$ cat config.mk
export PLATFORM = sky130hd
export DESIGN_NAME = mem_stage
export DESIGN_NICKNAME = d
export VERILOG_FILES = /design/src/rtl/mem_stage_pkg.sv /design/src/rtl/mem_load_align.sv /design/src/rtl/mem_stage.sv
export SDC_FILE = /design/constraint.sdc
export NUM_CORES = 1
export LEC_CHECK = 0
export BUFFER_PORTS_ARGS = -buffer_cell sky130_fd_sc_hd__buf_2
export CAP_MARGIN = 20
export CORE_UTILIZATION = 43
export CTS_BUF_LIST = sky130_fd_sc_hd__clkbuf_16
export CTS_CLUSTER_SIZE = 28
export DETAILED_ROUTE_END_ITERATION = 16
export PLACE_DENSITY = 0.82
export REMOVE_ABC_BUFFERS = 1
export SLEW_MARGIN = 10
export SYNTH_ARGS = -nofsm -noshare
export SYNTH_HDL_FRONTEND = slang
export SYNTH_HIERARCHICAL = 1
export SYNTH_SLANG_ARGS = --single-unit
$ cat constraint.sdc
create_clock -name clk -period 3.9 [get_ports clk]
set_clock_uncertainty 0.1 [all_clocks]
set_input_delay 0.39 -clock clk [delete_from_list [all_inputs] [get_ports clk]]
set_output_delay 0.39 -clock clk [all_outputs]
set_load 0.02 [all_outputs]
$ cat src/rtl/mem_stage_pkg.sv
// Shared bus layouts, widths and load one-hot bit positions for the memory stage.
// Plays the role of the mycpu.h defines for the SystemVerilog sources.
package mem_stage_pkg;

  localparam int unsigned EX_MEM_LEN = 76;
  localparam int unsigned MEM_WB_LEN = 70;
  localparam int unsigned MEM_RF_LEN = 38;

  // Bit positions inside ld_inst[4:0] = {ld_w, ld_b, ld_h, ld_bu, ld_hu}
  localparam int unsigned LD_W  = 4;
  localparam int unsigned LD_B  = 3;
  localparam int unsigned LD_H  = 2;
  localparam int unsigned LD_BU = 1;
  localparam int unsigned LD_HU = 0;

  typedef struct packed {
    logic [31:0] pc;
    logic [4:0]  ld_inst;
    logic        res_from_mem;
    logic        rf_we;
    logic [4:0]  rf_waddr;
    logic [31:0] alu_result;
  } ex_mem_bus_t;

  typedef struct packed {
    logic        rf_we;
    logic [4:0]  rf_waddr;
    logic [31:0] rf_wdata;
    logic [31:0] pc;
  } mem_wb_bus_t;

  typedef struct packed {
    logic        rf_we;
    logic [4:0]  rf_waddr;
    logic [31:0] rf_wdata;
  } mem_rf_bus_t;

endpackage

$ cat src/rtl/mem_load_align.sv
// Combinational load-data alignment: selects byte/half by address and extends.
// Halfword selection looks only at addr[1], mirroring the store-side half rule.
module mem_load_align
  import mem_stage_pkg::*;
(
  input  logic [4:0]  ld_inst,
  input  logic [1:0]  addr,
  input  logic [31:0] rdata,
  output logic [31:0] data
);

  logic [7:0]  byte_sel;
  logic [15:0] half_sel;

  always_comb begin
    byte_sel = rdata[7:0];
    unique case (addr)
      2'd0: byte_sel = rdata[7:0];
      2'd1: byte_sel = rdata[15:8];
      2'd2: byte_sel = rdata[23:16];
      2'd3: byte_sel = rdata[31:24];
      default: byte_sel = rdata[7:0];
    endcase
    half_sel = addr[1] ? rdata[31:16] : rdata[15:0];
  end

  // An empty one-hot with res_from_mem set falls through to a word load.
  always_comb begin
    data = rdata;
    if (ld_inst[LD_W] || (ld_inst == 5'b0)) begin
      data = rdata;
    end else if (ld_inst[LD_B]) begin
      data = {{24{byte_sel[7]}}, byte_sel};
    end else if (ld_inst[LD_BU]) begin
      data = {24'b0, byte_sel};
    end else if (ld_inst[LD_H]) begin
      data = {{16{half_sel[15]}}, half_sel};
    end else if (ld_inst[LD_HU]) begin
      data = {16'b0, half_sel};
    end else begin
      data = rdata;
    end
  end

endmodule

$ cat src/rtl/mem_stage.sv
// Memory-access pipeline stage: registers the execute bundle, aligns SRAM load data
// and drives the writeback bundle plus the decode bypass bus.
module mem_stage
  import mem_stage_pkg::*;
#(
  parameter int unsigned HOLD_EN = 1
) (
  input  logic                  clk,
  input  logic                  resetn,
  output logic                  MEM_allowin,
  input  logic                  EX_MEM_valid,
  input  logic [EX_MEM_LEN-1:0] EX_MEM_bus,
  input  logic                  WB_allowin,
  output logic                  MEM_WB_valid,
  output logic [MEM_WB_LEN-1:0] MEM_WB_bus,
  output logic [MEM_RF_LEN-1:0] MEM_rf_bus,
  input  logic [31:0]           data_sram_rdata
);

  ex_mem_bus_t ex_bus;
  ex_mem_bus_t bus_q;
  logic        mem_valid_q;
  logic        accept;
  logic [31:0] rdata;
  logic [31:0] ld_data;
  logic [31:0] rf_wdata;
  mem_wb_bus_t wb_bus;
  mem_rf_bus_t rf_bus;

  assign ex_bus = ex_mem_bus_t'(EX_MEM_bus);

  // Loads never stall in this stage, so ready_go is constant 1.
  assign MEM_allowin  = ~mem_valid_q | WB_allowin;
  assign accept       = EX_MEM_valid & MEM_allowin;
  assign MEM_WB_valid = mem_valid_q;

  always_ff @(posedge clk) begin
    if (!resetn) begin
      mem_valid_q <= 1'b0;
    end else if (MEM_allowin) begin
      mem_valid_q <= EX_MEM_valid;
    end
  end

  always_ff @(posedge clk) begin
    if (!resetn) begin
      bus_q <= '0;
    end else if (accept) begin
      bus_q <= ex_bus;
    end
  end

  generate
    if (HOLD_EN != 0) begin : g_hold
      logic        first_cyc_q;
      logic        hold_vld_q;
      logic [31:0] hold_data_q;

      always_ff @(posedge clk) begin
        if (!resetn) begin
          first_cyc_q <= 1'b0;
        end else begin
          first_cyc_q <= accept;
        end
      end

      // SRAM data is only valid in the first cycle; keep it if writeback stalls then.
      always_ff @(posedge clk) begin
        if (!resetn) begin
          hold_vld_q  <= 1'b0;
          hold_data_q <= 32'b0;
        end else if (accept) begin
          hold_vld_q  <= 1'b0;
        end else if (first_cyc_q && mem_valid_q && !WB_allowin) begin
          hold_vld_q  <= 1'b1;
          hold_data_q <= data_sram_rdata;
        end
      end

      assign rdata = hold_vld_q ? hold_data_q : data_sram_rdata;
    end else begin : g_no_hold
      assign rdata = data_sram_rdata;
    end
  endgenerate

  mem_load_align u_load_align (
    .ld_inst (bus_q.ld_inst),
    .addr    (bus_q.alu_result[1:0]),
    .rdata   (rdata),
    .data    (ld_data)
  );

  always_comb begin
    rf_wdata = bus_q.res_from_mem ? ld_data : bus_q.alu_result;

    wb_bus          = '0;
    wb_bus.rf_we    = bus_q.rf_we & mem_valid_q;
    wb_bus.rf_waddr = bus_q.rf_waddr;
    wb_bus.rf_wdata = rf_wdata;
    wb_bus.pc       = bus_q.pc;

    rf_bus          = '0;
    rf_bus.rf_we    = bus_q.rf_we & mem_valid_q;
    rf_bus.rf_waddr = bus_q.rf_waddr;
    rf_bus.rf_wdata = rf_wdata;
  end

  assign MEM_WB_bus = wb_bus;
  assign MEM_rf_bus = rf_bus;

endmodule

==> summary.txt <==
GRT
  • Gr ovfl total: 0
  • First-pass GRT wire length: between 20,000 and 25,000 um
  • Largest net degree at the start of global routing: 133
  • Vias in the first global route: 4,767
  • Initial antenna violation count: 1
  • Overall Global Routing Usage: 0.204

Synthesis
  • Synth cell count leaders: nand2_1 (186), dfxtp_1 (111), mux2i_1 (77)
  • Cell taking the most area after synthesis: dfxtp_1
  • Top-area cell type share of the netlist area: 0.352
  • Seq/Total Area, Yosys: 0.352
  • Cells taking the most area after synthesis: dfxtp_1 (35%), mux2i_1 (12%), mux2_2 (12%)
  • Most used standard cell by instance count after synthesis: nand2_1
  • Post-Syn Area: between 6000 and 7000 um2
  • Syn Area/Cell: 8.92 um2
  • Cells after synthesis: 708
  • #FFs+latches synth: 111
  • Top FF cell, synth: dfxtp_1
  • Yosys warnings: 6
  • Count of different cell masters after synthesis: 36
  • Post-synth EDFFs: 0
  • Post-synth ARST share: 0

Placed design
  • PortBufs: 221
  • RePlAce Congestion: between 0.7 and 0.8
  • DP Wirelength: 11,200 um

Clock tree
  • TritonCTS clock tree: done
  • Post-CTS sizing: 0
  • CTS Buf Count: 9
  • H-tree levels: 3
  • Hold Buf Count CTS: 0
  • Worst skew pair latency: 0.35 ns
  • Max clock buf depth: 2
  • Sink Count: 111
  • Clk slew on worst S/H paths: 0.08 ns
  • Root buf cell: clkbuf_16
  • Number of setup buffers added after CTS: 0

Timing
  • Setup TNS: 0 ns
  • Slew Viols, Final: 0
  • Final min period: 3.47 ns
  • Peak Freq: 288 MHz
  • Worst-Margin Slew: approximately 0.90 ns
  • RSZ-0062 raised after global routing: false
  • Final hold violations: 0
  • Max_slew headroom: 0.400
  • Final Cycle Share: 0.889
  • Setup violators final: 0

Min path
  • Worst Hold Class: input pin to flip-flop
  • WHS Path Cells: 3

Setup path
  • CP Class: flip-flop to output port
  • Cells along the critical path: buf_4 > mux2_2 > mux4_2 > or3_1 > o221a_2 > mux2_2 > buf_2
  • Startpoint Class: flip-flop
  • Crit. End Element: output port
  • Crit path DAT: 2.98 ns
  • CP most frequent cell: mux2_2
  • CP max stage cell: mux4_2
  • Worst path required time: 3.41 ns
  • Cells on worst reg2reg path: 4
  • Worst path max stage delay: 0.48 ns
  • Crit Path Max Fanout: 28

Layout
  • Final #Nets: 933
  • Layout cells sized above 1: 0.408
  • Final core utilization: 0.509
  • Area Growth Syn to Fin: 13.7%

Die
  • I/O Pins: 222
  • Core Box Area: between 10,000 and 15,000 um2
  • Die Wd: 123 um
  • Die area: 15,200 um2
  • Die height: 123 um
  • Initial Util: 0.448
  • Row count: 43

Route
  • Routed via count: 5,237
  • Initial drt markers: 254
  • Detailed Routing Iterations Pass 1: 5
  • Vias per cell: 5.20
  • Total DRC errors in the routed layout: 0
  • Final ANT Viol Nets: 0
  • Final wirelength: 15,600 um
  • Drt wl/cell: roughly 15 um

Power and ir drop
  • Worst VDD drop: 275 uV
  • LEAKAGE: 3.39 nW
  • Power per cell area: between 300 and 400 nW/um2

Run
  • Max cap viols: 0

Outcome
  • Outcome: completed
-- final timing paths --
path         slack, ns                           start                           to
max reg2reg       1.96       MEM_WB_valid$_SDFFE_PN0P_  MEM_WB_bus[27]$_SDFFE_PN0P_
min reg2reg       0.36          bus_q[31]$_SDFFE_PN0P_       bus_q[31]$_SDFFE_PN0P_
max               0.43  g_hold.hold_vld_q$_SDFFE_PP0P_               MEM_WB_bus[32]
min               0.17                   EX_MEM_bus[5]        bus_q[5]$_SDFFE_PN0P_
-- final cells by class --
type                       count  area [um2]
antenna                        1        2.50
clock buffer                   9         225
clock inverter                 7        55.1
fill                        1351        6920
inverter                       4        15.0
multi-input combinational    462        3230
sequential                   111        2220
tap                          180         225
timing repair buffer         233        1200
-- cell families (layout without fill, tap and decap cells) --
logic type | count (synthesis) | count (layout) | share of synthesized area
and+or+nand+nor | 237 | 237 | 0.159
muxes | 150 | 150 | 0.267
buffers and inverters | 135 | 253 | 0.136
DFF | 111 | 111 | 0.352
AOI/OAI and AO/OA | 75 | 75 | 0.0864
other | 0 | 1 | 0
-- placed cells by master, fill, tap and decap left out, types with 8 or more instances in the layout --
master / Yosys / routed
dfxtp_1: 111 / 110
mux4_2: 8 / 8
mux2i_1: 77 / 77
o21ai_0: 34 / 34
nand2_1: 186 / 186
a2bb2oi_1: 16 / 16
buf_2: 15 / 220
mux2_2: 65 / 65
buf_4: 75 / 12
clkbuf_16: 0 / 9
nand3_1: 32 / 32
-- registers in the layout (all words and copies together) (netlist names) --
signal              count
g_hold.hold_vld_q       1
g_hold.hold_data_q     32
MEM_WB_bus             37
MEM_WB_valid            1
bus_q                  39
g_hold.first_cyc_q      1
-- layer usage --
metal,routed length [um],GRT usage
met1,6990,0.262
met2,7350,0.335
met3,1090,0.0600
met4,144,0.0489
met5,13,0
-- critical path: cells and delay by family (launching register included) --
family,cells,cell delay [ns]
buf+inv,2,0.55
simple gates,1,0.31
compound gates,1,0.12
flops,1,0.44
mux,3,1.18
-- through the flow --
stage / instances / setup slack (ns) / hold slack (ns) / total power [mW] / instance area (um2)
2_1_floorplan: 577 / 0.523 / 0.330 / 1.68 / 5470
3_3_place_gp: 990 / 0.844 / 0.339 / 1.96 / 6900
3_5_place_dp: 990 / 0.803 / 0.345 / 1.97 / 6900
4_1_cts: 1006 / 0.405 / 0.152 / 2.87 / 7180
5_1_grt: 1006 / 0.256 / 0.152 / 2.97 / 7180
6_report: 1007 / 0.432 / 0.166 / 2.84 / 7180
-- power breakdown --
group          internal [mW]  switching (mW)
Clock                  0.444           0.458
Combinational          0.300           0.406
Sequential              1.19          0.0446
Note: power is estimated with default switching activity, not from simulation.
